`src/rtl/mux8_rr_sched.sv`:
```
// Round-robin scheduler driving the registered select and one-hot grant of the 8:1 mux.
// Optional forced release after MAX_HOLD grant cycles when MUX8_SCHED_TIMEOUT_EN is defined.
module mux8_rr_sched #(
    parameter int unsigned MAX_HOLD = 16,
    parameter int unsigned CNT_W    = 5
) (
    input  logic       clk,
    input  logic       rst,
    input  logic [7:0] req,
    input  logic       done,
    output logic [2:0] sel,
    output logic [7:0] gnt,
    output logic       grant_valid,
    output logic       timeout
);

    if (MAX_HOLD < 2 || MAX_HOLD > 31 || (64'd1 << CNT_W) <= 64'(MAX_HOLD)) begin : g_bad_params
        $error("mux8_rr_sched: MAX_HOLD/CNT_W out of range");
    end

    typedef enum logic {IDLE, GRANT} state_t;

    state_t     state_q, state_d;
    logic [2:0] ptr_q, ptr_d;
    logic [2:0] sel_q, sel_d;
    logic [7:0] gnt_q, gnt_d;
    logic       gv_q, gv_d;
    logic       natural_rel, release_now;
    logic [2:0] rot_ptr;
    logic [3:0] pick_idle, pick_rel;

    // Returns {found, index} of the first set bit scanning base, base+1, ... modulo 8.
    function automatic logic [3:0] rr_pick(input logic [7:0] vec, input logic [2:0] base);
        logic [3:0] res;
        logic [2:0] idx;
        res = '0;
        for (int unsigned i = 0; i < 8; i++) begin
            idx = base + 3'(i);
            if (!res[3] && vec[idx]) res = {1'b1, idx};
        end
        return res;
    endfunction

`ifdef MUX8_SCHED_TIMEOUT_EN
    logic [CNT_W-1:0] cnt_q, cnt_d;
    logic             to_q, to_d;
    logic             forced;
    assign forced = (cnt_q == CNT_W'(MAX_HOLD - 1));
`endif

    always_comb begin
        natural_rel = done || !req[sel_q];
`ifdef MUX8_SCHED_TIMEOUT_EN
        release_now = natural_rel || forced;
`else
        release_now = natural_rel;
`endif
        rot_ptr   = sel_q + 3'd1;
        pick_idle = rr_pick(req, ptr_q);
        // The releasing source is masked out so it cannot win its own release cycle.
        pick_rel  = rr_pick(req & ~(8'h01 << sel_q), rot_ptr);

        state_d = state_q;
        ptr_d   = ptr_q;
        sel_d   = sel_q;
        gnt_d   = gnt_q;
        gv_d    = gv_q;
`ifdef MUX8_SCHED_TIMEOUT_EN
        cnt_d   = cnt_q;
        to_d    = 1'b0;
`endif

        case (state_q)
            IDLE: begin
                if (pick_idle[3]) begin
                    sel_d   = pick_idle[2:0];
                    gnt_d   = 8'h01 << pick_idle[2:0];
                    gv_d    = 1'b1;
                    state_d = GRANT;
`ifdef MUX8_SCHED_TIMEOUT_EN
                    cnt_d   = '0;
`endif
                end
            end
            GRANT: begin
                if (release_now) begin
                    ptr_d = rot_ptr;
`ifdef MUX8_SCHED_TIMEOUT_EN
                    to_d  = forced && !natural_rel;
                    cnt_d = '0;
`endif
                    if (pick_rel[3]) begin
                        sel_d = pick_rel[2:0];
                        gnt_d = 8'h01 << pick_rel[2:0];
                    end else begin
                        gnt_d   = '0;
                        gv_d    = 1'b0;
                        state_d = IDLE;
                    end
                end else begin
`ifdef MUX8_SCHED_TIMEOUT_EN
                    if (cnt_q != '1) cnt_d = cnt_q + 1'b1;
`endif
                end
            end
            default: state_d = IDLE;
        endcase
    end

    always_ff @(posedge clk or posedge rst) begin
        if (rst) begin
            state_q <= IDLE;
            ptr_q   <= '0;
            sel_q   <= '0;
            gnt_q   <= '0;
            gv_q    <= 1'b0;
        end else begin
            state_q <= state_d;
            ptr_q   <= ptr_d;
            sel_q   <= sel_d;
            gnt_q   <= gnt_d;
            gv_q    <= gv_d;
        end
    end

`ifdef MUX8_SCHED_TIMEOUT_EN
    always_ff @(posedge clk or posedge rst) begin
        if (rst) begin
            cnt_q <= '0;
            to_q  <= 1'b0;
        end else begin
            cnt_q <= cnt_d;
            to_q  <= to_d;
        end
    end
    assign timeout = to_q;
`else
    assign timeout = 1'b0;
`endif

    assign sel         = sel_q;
    assign gnt         = gnt_q;
    assign grant_valid = gv_q;

endmodule

```
`config.mk`:
```
export PLATFORM = sky130hd
export DESIGN_NAME = mux8_rr_sched
export DESIGN_NICKNAME = d
export VERILOG_FILES = /design/src/rtl/mux8_rr_sched.sv
export SDC_FILE = /design/constraint.sdc
export NUM_CORES = 1
export LEC_CHECK = 0
export ABC_AREA = 1
export CORE_MARGIN = 5
export CORE_UTILIZATION = 35
export DETAILED_ROUTE_END_ITERATION = 6
export GPL_ROUTABILITY_DRIVEN = 0
export PLACE_DENSITY = 0.49
export SYNTH_ARGS = -nofsm -noshare
export SYNTH_HDL_FRONTEND = slang
export SYNTH_SLANG_ARGS = --single-unit
export TNS_END_PERCENT = 100
```
`constraint.sdc`:
```
create_clock -name clk -period 3.1 [get_ports clk]
set_clock_uncertainty 0.05 [all_clocks]
set_input_delay 0.775 -clock clk [delete_from_list [all_inputs] [get_ports clk]]
set_output_delay 0.775 -clock clk [all_outputs]
set_load 0.005 [all_outputs]
```
Word level (Yosys, flattened, before mapping)
Index checks and enable logic that the tools add are counted.

storage, ports and cells
  flip-flop bits (word level) = 16
  input bits = 11
  output and inout bits = 13
  logic and storage cells = 147

cells by class
  $add $sub $neg = 15
  magnitude comparators = 17
  equal/unequal tests = 4
  shift operators = 3
  mux-type cells = 66
  bitwise gates (word level) = 3
  reduce and logical (&&, ||, !) cells = 34

operator list
  operator               number
  $lt A3 B4 Y1 const B   17
  $mux W4                16
  $bmux W1 S3            17
  $add A3 B3 Y3 const B  8
  $mux W8                3
  $shl A1 B3 Y8 const A  3
  $mux W1                23
  $pmux W8 S2            1
  $logic_not A1 Y1       15
  $logic_and A1 B1 Y1    14
  $add A3 B2 Y3 const B  4
  $add A3 B1 Y3 const B  3
  $mux W3                3
  $and A8 B8 Y8          1
  $not A8 Y8             1
  $pmux W3 S2            1
  $reduce_and A3 Y1      2
  $ne A2 B1 Y1 const B   2
  $ne A2 B2 Y1 const B   2
  $pmux W1 S2            2
  $reduce_and A2 Y1      2
  $logic_or A1 B1 Y1     1
  $not A1 Y1             1

Longest topological paths before layout
  word-level depth = 31
  depth in mapped cells = 21
  depth with buffers taken out = 20

Worst setup path after synthesis
OpenSTA, ideal clock, no wires.

  path kind = register to register
  start point = register sel_q[0], in the netlist sel[0]
  end point = register sel_q[1], in the netlist sel[1]
  library setup time = 0.121 ns
  arrival time = 2.513 ns
  slack = 0.417 ns
  cell stages (with the launch flop) = 19
  period minus slack after synthesis = 2.683 ns
  path through = dfrtp_1 > inv_2 > buf_6 > ha_1 > buf_6 > nand2_1 > nand2_2 > nand3_1 > nand2_1 > o21ai_1 > nor2_4 > nand3_1 > nand2_1 > inv_1 > nor2_2 > nor2_1 > clkinv_2 > nand2_1 > o21ai_1

between the ends
  elaborated cells between the ends (all ways) = 59

RTL lines
  element                                                                 line  text
  start, declared                                                         25    logic [2:0] sel_q, sel_d;
  start signal, assigned                                                  120   sel_q <= sel_d;
  $add A3 B1 Y3 (*)                                                       58    rot_ptr = sel_q + 3'd1;
  net rot_ptr[0]                                                          29    logic [2:0] rot_ptr;
  parallel branches: the longest is 23 deep, another holds $add A3 B1 Y3  -
  $mux W4 (*)                                                             39    if (!res[3] && vec[idx]) res = {1'b1, idx};
  $mux W3                                                                 92    if (pick_rel[3]) begin
  $mux W3                                                                 86    if (release_now) begin
  $pmux W3 S2                                                             73    case (state_q)

Mark *: on every way through the listed nets, which the timed path passes. The select of a mux whose other input is x is not followed.
A chain may end at the register's enable or synchronous reset.

Worst setup path in the final report
  start point = register sel_q[0], in the netlist sel[0]
  end point = register sel_q[0], in the netlist sel[0]

between the ends
  word-level cells in the longest chain between the ends = 30
  elaborated cells between the ends (all ways) = 59

ends and longest elaborated chain
  element
  parallel branches: the longest is 30 deep, another holds $add A3 B1 Y3

Several ways; the timed one is not identified. The select of a mux whose other input is x is not followed.

==> summary.txt <==
Outcome
  – Status: complete, no violations

Detailed routing
  – DRC: 0
  – WL per Instance: 12.5 um
  – Pre-antenna DRT Iters: 4
  – Via density: 4.86
  – Post-Route WL: 7.53 mm
  – Antenna Violating Nets Remaining: 0
  – Routed via count: 2936
  – Iter 0 DRT Violations: 116

Floorplanning
  – Die Area: 9260 sq um
  – Chip height: 96.3 um
  – Die Wd: 96.3 um
  – Ports: 24
  – Row cnt: 31
  – Core area: 7250 sq um
  – Initial Util: 35.9%

Global routing
  – GRT overflow: 0
  – Antenna violations before repair: 0
  – Vias in the first global route: 2689
  – Most crowded layer after global routing: met2
  – Largest net degree at the start of global routing: 17
  – First-pass GRT wire length: 12.7 mm
  – Met2 Use GR: 29.1%
  – GR Util All Layers: 17.1%
  – Met3 usage in global routing: 0.938%
  – Met1 Use GR: 23.8%

STA
  – Worst-Margin Slew: 0.600 ns
  – Endpoints failing hold: 0
  – Max-slew headroom: 59.9%
  – Share of the clock period used by the worst path: 92.1%
  – RSZ-0062 raised after global routing: no
  – Max Clk Rate: 350 MHz
  – Tmin final: 2.86 ns
  – Final Setup Violations: 0
  – Slew Limit Fails: 0

Final layout
  – Area Growth Syn to Fin: 19.2%
  – Most frequent cells in the layout: 128 x nand2_1, 92 x nand3_1, 66 x nor2_1
  – Commonest non-fill, non-tap cell in the layout: nand2_1
  – Layout cells sized above 1: 14.9%
  – # diodes: 0
  – Final nets: 526
  – Final cell count without fillers: 604

CTS
  – CTS tree: yes
  – Hold_buf cts: 0
  – Clock Pin Slew Worst Setup and Hold Paths: 0.07 ns
  – Post-CTS sizing: 0
  – Setup Buffers After CTS: 0
  – Clock latency on the worst-skew pair: 0.25 ns
  – CTS Buf Count: 3
  – Clock Sinks: 16
  – Root buffer cell: clkbuf_8
  – H-tree levels: 1
  – CTS Buffer Depth: 2

Synth
  – Ys Warns: 0
  – Cells after synthesis: 466
  – Synth unique cells: 34
  – Mapped Area: 2600 sq um
  – Syn Nets: 486
  – Yosys reg bits: 16
  – Sequential area share after synthesis: 15.4%
  – Synth Area per Inst: 5.59 sq um

Setup path
  – Arrival time at the worst endpoint: 2.94 ns
  – R2R cell count: 15
  – Critical path startpoint: sel[0]$_DFFE_PP0P_
  – CP startpoint kind: register
  – Reg2Reg Capture Point: sel[0]$_DFFE_PP0P_
  – Internal reg-to-reg setup slack: 0.24 ns
  – RR Startpoint: sel[0]$_DFFE_PP0P_
  – Critical-path maximum fanout: 6
  – Crit path capture: sel[0]$_DFFE_PP0P_
  – Critical path type: register to register
  – CP required: 3.19 ns
  – Worst Setup End Kind: register

Placed design
  – Port Buf Inserts: 22
  – DP HPWL: 6.39 mm
  – DP Cell Count: 600

Hold path
  – HP Class: register to register

Run
  – Max Cap Viol: 0
## cell families after synthesis
kind of cell             count (synthesis)  synth area share [%]
AO/OA/AOI/OAI                           35                  7.16
adder cells (fa/ha/maj)                  9                  4.32
flip-flops                              16                  15.4
XOR/XNOR                                 6                  2.31
buffers and inverters                   70                  12.3
AND/OR/NAND/NOR                        329                  58.4
other                                    1                 0.144
## per-layer routing
metal  wire length (um)  vias up  part of all wire (%)
met3                158        8                   2.1
li1                   -     1574                     -
met1               3700     1316                    49
met4                 85        0                   1.1
met5                  0        -                     0
met2               3590       38                    48
## Yosys cell counts, drive strengths merged
cell type    n  area share [%]
nand3b       2            0.58
a21oi       14             2.7
clkinv       5            0.77
o21a         1            0.29
nand2      143              22
buf         12             3.7
nor2        75              12
xor2         2            0.96
o21bai       1            0.29
dfrtp       16              15
xnor2        4             1.3
conb         1            0.14
clkbuf       1            0.19
a31oi        1            0.24
ha           9             4.3
inv         52             7.6
o21ai       16             3.1
a21boi       1            0.29
nand4       11             3.4
a21o         1            0.29
nand3       98              20
## flip-flops by register name, indices dropped and copies added, names as in the netlist
register     flops
ptr_q            3
state_q          1
gnt              8
grant_valid      1
sel              3
## worst max-delay path, cell delays in order (launching register included)
cell and delay [ns]:
dfrtp_1 0.43, ha_1 0.25, ha_1 0.46, xor2_2 0.25
inv_2 0.07, nor2_1 0.14, o21bai_1 0.20, inv_1 0.14
nand3_1 0.14, nand2_1 0.08, inv_1 0.11, nor2_2 0.04
nor2_1 0.15, clkinv_2 0.11, nand2_1 0.06, o21ai_1 0.06
## worst min path at each step
stage / from / endpoint / slack, ns / cells after the start
after floorplan: grant_valid$_DFFE_PP0P_ / grant_valid$_DFFE_PP0P_ / 0.44 / 2
after global placement: gnt[3]$_DFFE_PP0P_ / gnt[3]$_DFFE_PP0P_ / 0.44 / 2
after detailed placement: gnt[7]$_DFFE_PP0P_ / gnt[7]$_DFFE_PP0P_ / 0.45 / 2
after CTS: grant_valid$_DFFE_PP0P_ / grant_valid$_DFFE_PP0P_ / 0.46 / 2
after global routing: gnt[7]$_DFFE_PP0P_ / gnt[7]$_DFFE_PP0P_ / 0.49 / 2
final: grant_valid$_DFFE_PP0P_ / grant_valid$_DFFE_PP0P_ / 0.45 / 2
## stage by stage
stage          setup TNS [ns]  instance area, sq um  utilization (%)  hold slack [ns]  worst slack, ns
2_1_floorplan               0                  2600                -            0.438            0.417
3_3_place_gp          -0.0505                  3040             41.9            0.440          -0.0235
3_5_place_dp           -0.146                  3040             41.9            0.450          -0.0531
4_1_cts                     0                  3100             42.7            0.464            0.190
5_1_grt                     0                  3100             42.8            0.489          0.00665
6_report                    0                  3100             42.8            0.455            0.244
## cell type report
class	count	area, sq um
Clock buffer	4	55.1
Fill cell	839	4150
Inverter	57	218
Multi-Input combinational cell	380	1890
Sequential cell	16	400
Tap cell	99	124
Timing Repair Buffer	48	415
Power is left out: the tool's default activity adds up to more than one toggle a clock period on the data nets, which glitch-free logic cannot reach.
